**src/rtl/anim_pkg.sv**
```systemverilog
// Shared animation state codes, facing constants and output decode helpers.
// Imported by the sequencer and by the sprite renderer so codes stay in lockstep.
package anim_pkg;

  localparam logic [3:0] CS_IDLE       = 4'd0;
  localparam logic [3:0] CS_WALK       = 4'd1;
  localparam logic [3:0] CS_WALKBACK   = 4'd2;
  localparam logic [3:0] CS_ATT_START  = 4'd3;
  localparam logic [3:0] CS_ATT_END    = 4'd4;
  localparam logic [3:0] CS_ATT_PULL   = 4'd5;
  localparam logic [3:0] CS_BLOCK      = 4'd6;
  localparam logic [3:0] CS_GOTHIT     = 4'd7;
  localparam logic [3:0] CS_DATT_START = 4'd8;
  localparam logic [3:0] CS_DATT_PULL  = 4'd9;
  localparam logic [3:0] CS_DATT_END   = 4'd10;

  localparam bit FACE_RIGHT = 1'b1;
  localparam bit FACE_LEFT  = 1'b0;

  typedef enum logic [3:0] {
    S_IDLE       = CS_IDLE,
    S_WALK       = CS_WALK,
    S_WALKBACK   = CS_WALKBACK,
    S_ATT_START  = CS_ATT_START,
    S_ATT_END    = CS_ATT_END,
    S_ATT_PULL   = CS_ATT_PULL,
    S_BLOCK      = CS_BLOCK,
    S_GOTHIT     = CS_GOTHIT,
    S_DATT_START = CS_DATT_START,
    S_DATT_PULL  = CS_DATT_PULL,
    S_DATT_END   = CS_DATT_END
  } anim_state_e;

  function automatic logic is_busy(input logic [3:0] s);
    return (s == CS_ATT_START) || (s == CS_ATT_END) || (s == CS_ATT_PULL) ||
           (s == CS_GOTHIT) || (s == CS_DATT_START) || (s == CS_DATT_PULL) ||
           (s == CS_DATT_END);
  endfunction

  function automatic logic is_hit_active(input logic [3:0] s);
    return (s == CS_ATT_END) || (s == CS_DATT_END);
  endfunction

endpackage

```
**src/rtl/sprite_anim_sequencer_if.sv**
```systemverilog
// Button/hit inputs and per-player animation outputs between game logic and renderer.
interface sprite_anim_if;
  logic       frame_tick;
  logic       btn_left, btn_right, btn_att, btn_datt, btn_blk;
  logic       btn2_left, btn2_right, btn2_att, btn2_datt, btn2_blk;
  logic       hit_in, hit2_in;
  logic [3:0] currentstate, currentstate2;
  logic       hit_active, hit_active2;
  logic       busy, busy2;

  modport master (
    output frame_tick,
    output btn_left, btn_right, btn_att, btn_datt, btn_blk,
    output btn2_left, btn2_right, btn2_att, btn2_datt, btn2_blk,
    output hit_in, hit2_in,
    input  currentstate, currentstate2, hit_active, hit_active2, busy, busy2
  );

  modport slave (
    input  frame_tick,
    input  btn_left, btn_right, btn_att, btn_datt, btn_blk,
    input  btn2_left, btn2_right, btn2_att, btn2_datt, btn2_blk,
    input  hit_in, hit2_in,
    output currentstate, currentstate2, hit_active, hit_active2, busy, busy2
  );
endinterface

```
**src/rtl/player_anim_fsm.sv**
```systemverilog
// One fighter's animation FSM: frame-aligned phase sequencing, hit/block handling.
// State and decoded flags update one cycle after a frame_tick and hold for the frame.
module player_anim_fsm
  import anim_pkg::*;
#(
  parameter int  T_START      = 4,
  parameter int  T_END        = 3,
  parameter int  T_PULL       = 4,
  parameter int  T_HIT        = 8,
  parameter bit  FACING_RIGHT = FACE_RIGHT
) (
  input  logic       clk,
  input  logic       rst,
  input  logic       frame_tick_i,
  input  logic       left_i,
  input  logic       right_i,
  input  logic       att_i,
  input  logic       datt_i,
  input  logic       blk_i,
  input  logic       hit_i,
  output logic [3:0] state_o,
  output logic       hit_active_o,
  output logic       busy_o
);

  if (T_START < 1 || T_START > 15) begin : g_bad_t_start
    $error("T_START must be 1..15");
  end
  if (T_END < 1 || T_END > 15) begin : g_bad_t_end
    $error("T_END must be 1..15");
  end
  if (T_PULL < 1 || T_PULL > 15) begin : g_bad_t_pull
    $error("T_PULL must be 1..15");
  end
  if (T_HIT < 1 || T_HIT > 15) begin : g_bad_t_hit
    $error("T_HIT must be 1..15");
  end

  localparam logic [3:0] TS = 4'(T_START);
  localparam logic [3:0] TE = 4'(T_END);
  localparam logic [3:0] TP = 4'(T_PULL);
  localparam logic [3:0] TH = 4'(T_HIT);

  anim_state_e state_q, state_d;
  logic [3:0]  cnt_q, cnt_d;
  logic        pend_q, pend_d;
  logic        hit_active_q, busy_q;
  logic        hit_now, fwd, bwd;

  assign fwd     = FACING_RIGHT ? right_i : left_i;
  assign bwd     = FACING_RIGHT ? left_i  : right_i;
  // A hit arriving on the tick cycle itself counts for that tick.
  assign hit_now = pend_q | hit_i;

  always_comb begin
    state_d = state_q;
    cnt_d   = cnt_q;
    pend_d  = pend_q | hit_i;
    if (frame_tick_i) begin
      pend_d = 1'b0;
      if (hit_now && state_q == S_BLOCK) begin
        state_d = S_BLOCK;
      end else if (hit_now && state_q != S_GOTHIT) begin
        state_d = S_GOTHIT;
        cnt_d   = TH;
      end else if (is_busy(state_q)) begin
        if (cnt_q == 4'd1) begin
          unique case (state_q)
            S_ATT_START:  begin state_d = S_ATT_END;   cnt_d = TE;   end
            S_ATT_END:    begin state_d = S_ATT_PULL;  cnt_d = TP;   end
            S_DATT_START: begin state_d = S_DATT_END;  cnt_d = TE;   end
            S_DATT_END:   begin state_d = S_DATT_PULL; cnt_d = TP;   end
            default:      begin state_d = S_IDLE;      cnt_d = 4'd0; end
          endcase
        end else begin
          cnt_d = cnt_q - 4'd1;
        end
      end else if (att_i) begin
        state_d = S_ATT_START;
        cnt_d   = TS;
      end else if (datt_i) begin
        state_d = S_DATT_START;
        cnt_d   = TS;
      end else if (blk_i) begin
        state_d = S_BLOCK;
      end else if (fwd && !bwd) begin
        state_d = S_WALK;
      end else if (bwd && !fwd) begin
        state_d = S_WALKBACK;
      end else begin
        state_d = S_IDLE;
      end
    end
  end

  always_ff @(posedge clk or posedge rst) begin
    if (rst) begin
      state_q      <= S_IDLE;
      cnt_q        <= 4'd0;
      pend_q       <= 1'b0;
      hit_active_q <= 1'b0;
      busy_q       <= 1'b0;
    end else begin
      state_q      <= state_d;
      cnt_q        <= cnt_d;
      pend_q       <= pend_d;
      hit_active_q <= is_hit_active(state_d);
      busy_q       <= is_busy(state_d);
    end
  end

  assign state_o      = state_q;
  assign hit_active_o = hit_active_q;
  assign busy_o       = busy_q;

endmodule

```
**src/rtl/sprite_anim_sequencer.sv**
```systemverilog
// Two independent fighter animation FSMs; P1 faces right, P2 faces left.
// Outputs are registered, frame-aligned, one cycle after frame_tick.
module sprite_anim_sequencer
  import anim_pkg::*;
#(
  parameter int T_START = 4,
  parameter int T_END   = 3,
  parameter int T_PULL  = 4,
  parameter int T_HIT   = 8
) (
  input  logic        clk,
  input  logic        rst,
  sprite_anim_if.slave bus
);

  player_anim_fsm #(
    .T_START(T_START), .T_END(T_END), .T_PULL(T_PULL), .T_HIT(T_HIT),
    .FACING_RIGHT(FACE_RIGHT)
  ) u_p1 (
    .clk          (clk),
    .rst          (rst),
    .frame_tick_i (bus.frame_tick),
    .left_i       (bus.btn_left),
    .right_i      (bus.btn_right),
    .att_i        (bus.btn_att),
    .datt_i       (bus.btn_datt),
    .blk_i        (bus.btn_blk),
    .hit_i        (bus.hit_in),
    .state_o      (bus.currentstate),
    .hit_active_o (bus.hit_active),
    .busy_o       (bus.busy)
  );

  player_anim_fsm #(
    .T_START(T_START), .T_END(T_END), .T_PULL(T_PULL), .T_HIT(T_HIT),
    .FACING_RIGHT(FACE_LEFT)
  ) u_p2 (
    .clk          (clk),
    .rst          (rst),
    .frame_tick_i (bus.frame_tick),
    .left_i       (bus.btn2_left),
    .right_i      (bus.btn2_right),
    .att_i        (bus.btn2_att),
    .datt_i       (bus.btn2_datt),
    .blk_i        (bus.btn2_blk),
    .hit_i        (bus.hit2_in),
    .state_o      (bus.currentstate2),
    .hit_active_o (bus.hit_active2),
    .busy_o       (bus.busy2)
  );

endmodule

```
**src/flat_wrapper.sv**
```systemverilog
// flat-port wrapper written by rule: the top's interface ports become plain ports
module sprite_anim_sequencer_flat import anim_pkg::*;
#(
  parameter int T_START = 4,
  parameter int T_END   = 3,
  parameter int T_PULL  = 4,
  parameter int T_HIT   = 8
)
  (clk, rst, bus_frame_tick, bus_btn_left, bus_btn_right, bus_btn_att, bus_btn_datt, bus_btn_blk, bus_btn2_left, bus_btn2_right, bus_btn2_att, bus_btn2_datt, bus_btn2_blk, bus_hit_in, bus_hit2_in, bus_currentstate, bus_currentstate2, bus_hit_active, bus_hit_active2, bus_busy, bus_busy2);
  sprite_anim_if bus_i ();
  input  logic clk;
  input  logic rst;
  input wire logic [$bits(bus_i.frame_tick)-1:0] bus_frame_tick;
  input wire logic [$bits(bus_i.btn_left)-1:0] bus_btn_left;
  input wire logic [$bits(bus_i.btn_right)-1:0] bus_btn_right;
  input wire logic [$bits(bus_i.btn_att)-1:0] bus_btn_att;
  input wire logic [$bits(bus_i.btn_datt)-1:0] bus_btn_datt;
  input wire logic [$bits(bus_i.btn_blk)-1:0] bus_btn_blk;
  input wire logic [$bits(bus_i.btn2_left)-1:0] bus_btn2_left;
  input wire logic [$bits(bus_i.btn2_right)-1:0] bus_btn2_right;
  input wire logic [$bits(bus_i.btn2_att)-1:0] bus_btn2_att;
  input wire logic [$bits(bus_i.btn2_datt)-1:0] bus_btn2_datt;
  input wire logic [$bits(bus_i.btn2_blk)-1:0] bus_btn2_blk;
  input wire logic [$bits(bus_i.hit_in)-1:0] bus_hit_in;
  input wire logic [$bits(bus_i.hit2_in)-1:0] bus_hit2_in;
  output wire logic [$bits(bus_i.currentstate)-1:0] bus_currentstate;
  output wire logic [$bits(bus_i.currentstate2)-1:0] bus_currentstate2;
  output wire logic [$bits(bus_i.hit_active)-1:0] bus_hit_active;
  output wire logic [$bits(bus_i.hit_active2)-1:0] bus_hit_active2;
  output wire logic [$bits(bus_i.busy)-1:0] bus_busy;
  output wire logic [$bits(bus_i.busy2)-1:0] bus_busy2;
  assign bus_i.frame_tick = bus_frame_tick;
  assign bus_i.btn_left = bus_btn_left;
  assign bus_i.btn_right = bus_btn_right;
  assign bus_i.btn_att = bus_btn_att;
  assign bus_i.btn_datt = bus_btn_datt;
  assign bus_i.btn_blk = bus_btn_blk;
  assign bus_i.btn2_left = bus_btn2_left;
  assign bus_i.btn2_right = bus_btn2_right;
  assign bus_i.btn2_att = bus_btn2_att;
  assign bus_i.btn2_datt = bus_btn2_datt;
  assign bus_i.btn2_blk = bus_btn2_blk;
  assign bus_i.hit_in = bus_hit_in;
  assign bus_i.hit2_in = bus_hit2_in;
  assign bus_currentstate = bus_i.currentstate;
  assign bus_currentstate2 = bus_i.currentstate2;
  assign bus_hit_active = bus_i.hit_active;
  assign bus_hit_active2 = bus_i.hit_active2;
  assign bus_busy = bus_i.busy;
  assign bus_busy2 = bus_i.busy2;
  sprite_anim_sequencer #(.T_START(T_START), .T_END(T_END), .T_PULL(T_PULL), .T_HIT(T_HIT)) u_core (.clk(clk), .rst(rst), .bus(bus_i));
endmodule
```
**config.mk**
```make
export PLATFORM = sky130hd
export DESIGN_NAME = sprite_anim_sequencer_flat
export DESIGN_NICKNAME = d
export VERILOG_FILES = /design/src/rtl/anim_pkg.sv /design/src/rtl/sprite_anim_sequencer_if.sv /design/src/rtl/player_anim_fsm.sv /design/src/rtl/sprite_anim_sequencer.sv /design/src/flat_wrapper.sv
export SDC_FILE = /design/constraint.sdc
export NUM_CORES = 1
export LEC_CHECK = 0
export BUFFER_PORTS_ARGS = -buffer_cell sky130_fd_sc_hd__buf_2
export CAP_MARGIN = 20
export CORE_MARGIN = 1
export CORE_UTILIZATION = 40
export CTS_CLUSTER_DIAMETER = 40
export DETAILED_ROUTE_END_ITERATION = 8
export GPL_ROUTABILITY_DRIVEN = 0
export PLACE_DENSITY_LB_ADDON = 0.2
export SYNTH_ARGS = -nofsm -noshare
export SYNTH_HDL_FRONTEND = slang
export SYNTH_SLANG_ARGS = --single-unit
```
**constraint.sdc**
```tcl
create_clock -name clk -period 2.3 [get_ports clk]
set_input_delay 0.23 -clock clk [delete_from_list [all_inputs] [get_ports clk]]
set_output_delay 0.23 -clock clk [all_outputs]
set_load 0.005 [all_outputs]
```
==> qor.csv <==
metric,value,unit
deepest level of the CTS H-tree,1,
num rows,24,
Reg-to-Reg End,u_core.u_p1.hit_active_o$_DFF_PP0_,
Highest Clock Rate,452,MHz
core area,0.00441,mm²
fraction of the cycle the final worst path needs,96.2,%
number of antenna violations at the first check in global routing,0,
type of the setup path with the least slack,flip-flop to flip-flop,
worst setup slack for register-to-register paths,0.09,ns
number of enable-type register cells in the synthesized netlist,0,
WP data arrival,2.39,ns
remaining design rule violation count,0,
average wire per standard cell,14.0,µm
number of register bits inferred by synthesis,22,
input/output buffers,26,
register share of total power,27.0,%
minimum setup slack in the final design,0.0883,ns
FF-to-FF Start,u_core.u_p1.cnt_q[1]$_DFFE_PP0P_,
worst reg2reg path depth,8,
status,"finished, final reports clean",
number of optimization iterations in the first detailed-route pass,5,
total net switching power,1.08,mW
biggest area contributors in the synthesized netlist,"dfrtp_1 30%, a21oi_1 4.6%, nor2_1 4.4%, o21ai_0 4.3%, nand2b_1 3.4%",
proportion of netlist area held by the largest area contributor,29.6,%
die area,0.00492,mm²
Internal Pwr Total,1.37,mW
"antenna viol nets, final",0,
Worst Clk Skew,0.00351,ns
count of synthesis-stage warnings from yosys,0,
setup repair after global routing missed its margin,true,
cell count after synthesis,231,
most instantiated cells after synthesis,"22 x dfrtp_1, 22 x nor2_1, 17 x a21oi_1, 16 x inv_1, 16 x o21ai_0",
# diodes,0,
startpoint class of the critical path,flip-flop,
mean instance size in the synthesized netlist,8.04,µm²
Placed Cells incl. Taps,315,
static leakage,0.974,nW
clock-pin slew of the registers on the worst-case setup and hold paths,0.07,ns
largest net degree at the start of global routing,23,
largest voltage drop on the vdd net,406,µV
total number of vias,1811,
post-synthesis xor/xnor area fraction,1.42,%
routed wire length,4480,µm
Comb power frac,63.8,%
DR vias/cell,5.66,
combinational family with the most area after synthesis,compound AO/OA/AOI/OAI gates,
"Req. time, crit path",2.48,ns
number of max-cap violations,0,
1st-iter DRT viols,91,
most area-hungry cell type in the Yosys netlist,dfrtp_1,
number of CTS-inserted buffers,3,
height of the chip,70.1,µm
clock network fraction of design power,9.2,%
area share of and/or/nand/nor cells after synthesis,24.9,%
Tightest Hold Check Type,input pin to asynchronous set/reset pin,
share of cell area taken by muxes after synthesis,2.29,%
area growth from synthesis to final layout,18.8,%
number of primary I/O pins,27,
Pins Over Slew Limit,0,
final core area utilization,50.0,%
die span in x,70.1,µm
share of synthesized area occupied by flip-flops and latches,29.6,%
count of cell types in the netlist,60,
share of layout cells above drive strength 1,25.0,%
clock root buffer,clkbuf_8,
area share of fa/ha/maj cells after synthesis,2.70,%
Post-synth ARST share,100,%
number of global-route vias before repair,1678,
Compound-Gate Fraction of Synth Area,31.9,%
placed wire-length estimate after detailed placement,3390,µm
category of the worst setup path capture point,flip-flop,
Synth Flop Type,dfrtp_1,
clock net sink count,22,
insertion delay to the later sink of the worst-skew pair,0.25,ns
Worst Max-Slew Pin Slew,0.854,ns
post-synth design cell area,0.00186,mm²
GRT Residual Overflow,0,
Final Instance Count excl. Fillers,320,
starting utilization of the core area,42.1,%
power per cell area,1110,mW/mm²
CTS tree,built,
Final Critical Period,2.21,ns
fin nets,289,
CP max FO,6,
global-route wire length before repair,8070,µm
Post-Synthesis Net Count,250,
overall fraction of global-route tracks in use,20.0,%
Switching Share,44.0,%
pre-CTS worst setup slack,-0.00290,ns
Hold Fails Final Rpt,0,
number of buffers on the longest clock path,2,
total of hold buffers inserted after clock tree synthesis,0,
worst slew slack as a fraction of its limit,43.0,%
final number of setup-violating endpoints,0,
==> cell type report <==
class / count / area, µm²
clock buffer: 3 / 41.3
fill: 440 / 2210
inverter: 16 / 60.1
multi-input combinational: 178 / 1190
sequential: 22 / 551
tap: 52 / 65.1
timing repair buffer: 49 / 303
==> power groups by stage <==
| stage | clock network, mW | logic [mW] | registers (mW) |
|---|---|---|---|
| 6_report | 0.226 | 1.56 | 0.661 |
| 4_1_cts | 0.239 | 1.55 | 0.655 |
| 5_1_grt | 0.259 | 1.77 | 0.686 |
| 3_3_place_gp | 0 | 1.53 | 0.659 |
| 2_1_floorplan | 0 | 1.13 | 0.633 |
| 3_5_place_dp | 0 | 1.54 | 0.661 |
==> stage by stage <==
step           hold WS (ns)  setup TNS (ns)  area, µm²  power (mW)
2_1_floorplan         0.219               0       1860        1.76
4_1_cts               0.163               0       2190        2.44
5_1_grt               0.208          -0.112       2210        2.72
3_3_place_gp          0.437               0       2140        2.19
3_5_place_dp          0.444        -0.00290       2140        2.20
6_report              0.139               0       2210        2.45
==> critical path, stage by stage (launching register included) <==
cell      delay (ns)
dfrtp_1         0.40
inv_2           0.08
ha_4            0.12
or3b_4          0.41
or4_1           0.40
a311o_1         0.33
o221ai_2        0.09
o211ai_1        0.14
a21oi_1         0.17
==> cell usage in the layout (no fill, tap or decap), types with 2 or more instances in the layout <==
cell,instances
nand3_1,4
buf_4,23
ha_1,3
nand2b_1,10
a211o_1,2
or4_1,4
nor3_1,6
or2_2,2
a21o_1,6
buf_2,26
a32oi_1,3
nand2_1,10
nor2_1,22
or3_1,4
inv_1,15
o21ai_0,16
xor2_1,2
nor2b_1,5
o21bai_1,2
a31oi_1,7
o211ai_1,7
nor3b_1,3
mux2_2,2
dfrtp_1,22
and2_1,2
a41oi_1,2
a21oi_1,17
clkbuf_8,3
o22ai_1,3
mux2i_1,2
nor4_1,2
==> layer usage <==
metal  routed length [µm]  global-route usage, %  vias up
met4                   34                   3.33        0
li1                     -                      -      926
met1                 2310                   30.6      829
met5                    0                      0        -
met2                 1960                   30.4       54
met3                  178                   2.60        2
==> worst max-delay path by stage <==
stage / to / startpoint / cells after the start / slack (ns)
2_1_floorplan: u_core.u_p1.busy_o$_DFF_PP0_ / u_core.u_p1.cnt_q[1]$_DFFE_PP0P_ / 10 / 0.11
3_5_place_dp: u_core.u_p1.hit_active_o$_DFF_PP0_ / u_core.u_p1.cnt_q[1]$_DFFE_PP0P_ / 8 / -0.003
4_1_cts: u_core.u_p1.hit_active_o$_DFF_PP0_ / u_core.u_p1.cnt_q[1]$_DFFE_PP0P_ / 8 / 0.01
6_report: u_core.u_p1.hit_active_o$_DFF_PP0_ / u_core.u_p1.cnt_q[1]$_DFFE_PP0P_ / 8 / 0.09
5_1_grt: u_core.u_p1.hit_active_o$_DFF_PP0_ / u_core.u_p1.cnt_q[1]$_DFFE_PP0P_ / 8 / -0.07
3_3_place_gp: u_core.u_p1.hit_active_o$_DFF_PP0_ / u_core.u_p1.cnt_q[1]$_DFFE_PP0P_ / 8 / 0.04
==> flip-flops by register name (all words and copies together), names as in the netlist, 4 cells and up <==
signal,count
u_core.u_p1.cnt_q,4
u_core.u_p1.state_o,4
u_core.u_p2.cnt_q,4
u_core.u_p2.state_o,4
==> kinds of logic (layout without fill, tap and decap cells) <==
kind of cell | Yosys count | after routing
AOI/OAI and AO/OA | 84 | 84
and+or+nand+nor | 83 | 83
buffers and inverters | 31 | 68
DFF | 22 | 22
adders and majority gates | 4 | 4
muxes | 4 | 4
xor gates and xnor gates | 3 | 3
==> what timing repair did <==
| item | CTS | global route |
|---|---|---|
| gates resized for setup | 0 | 3 |
| setup endpoints to repair | 1 | 2 |
| pin swaps | 2 | 5 |
| setup buffers | 1 | 1 |
Power figures use the tool's default switching activity.
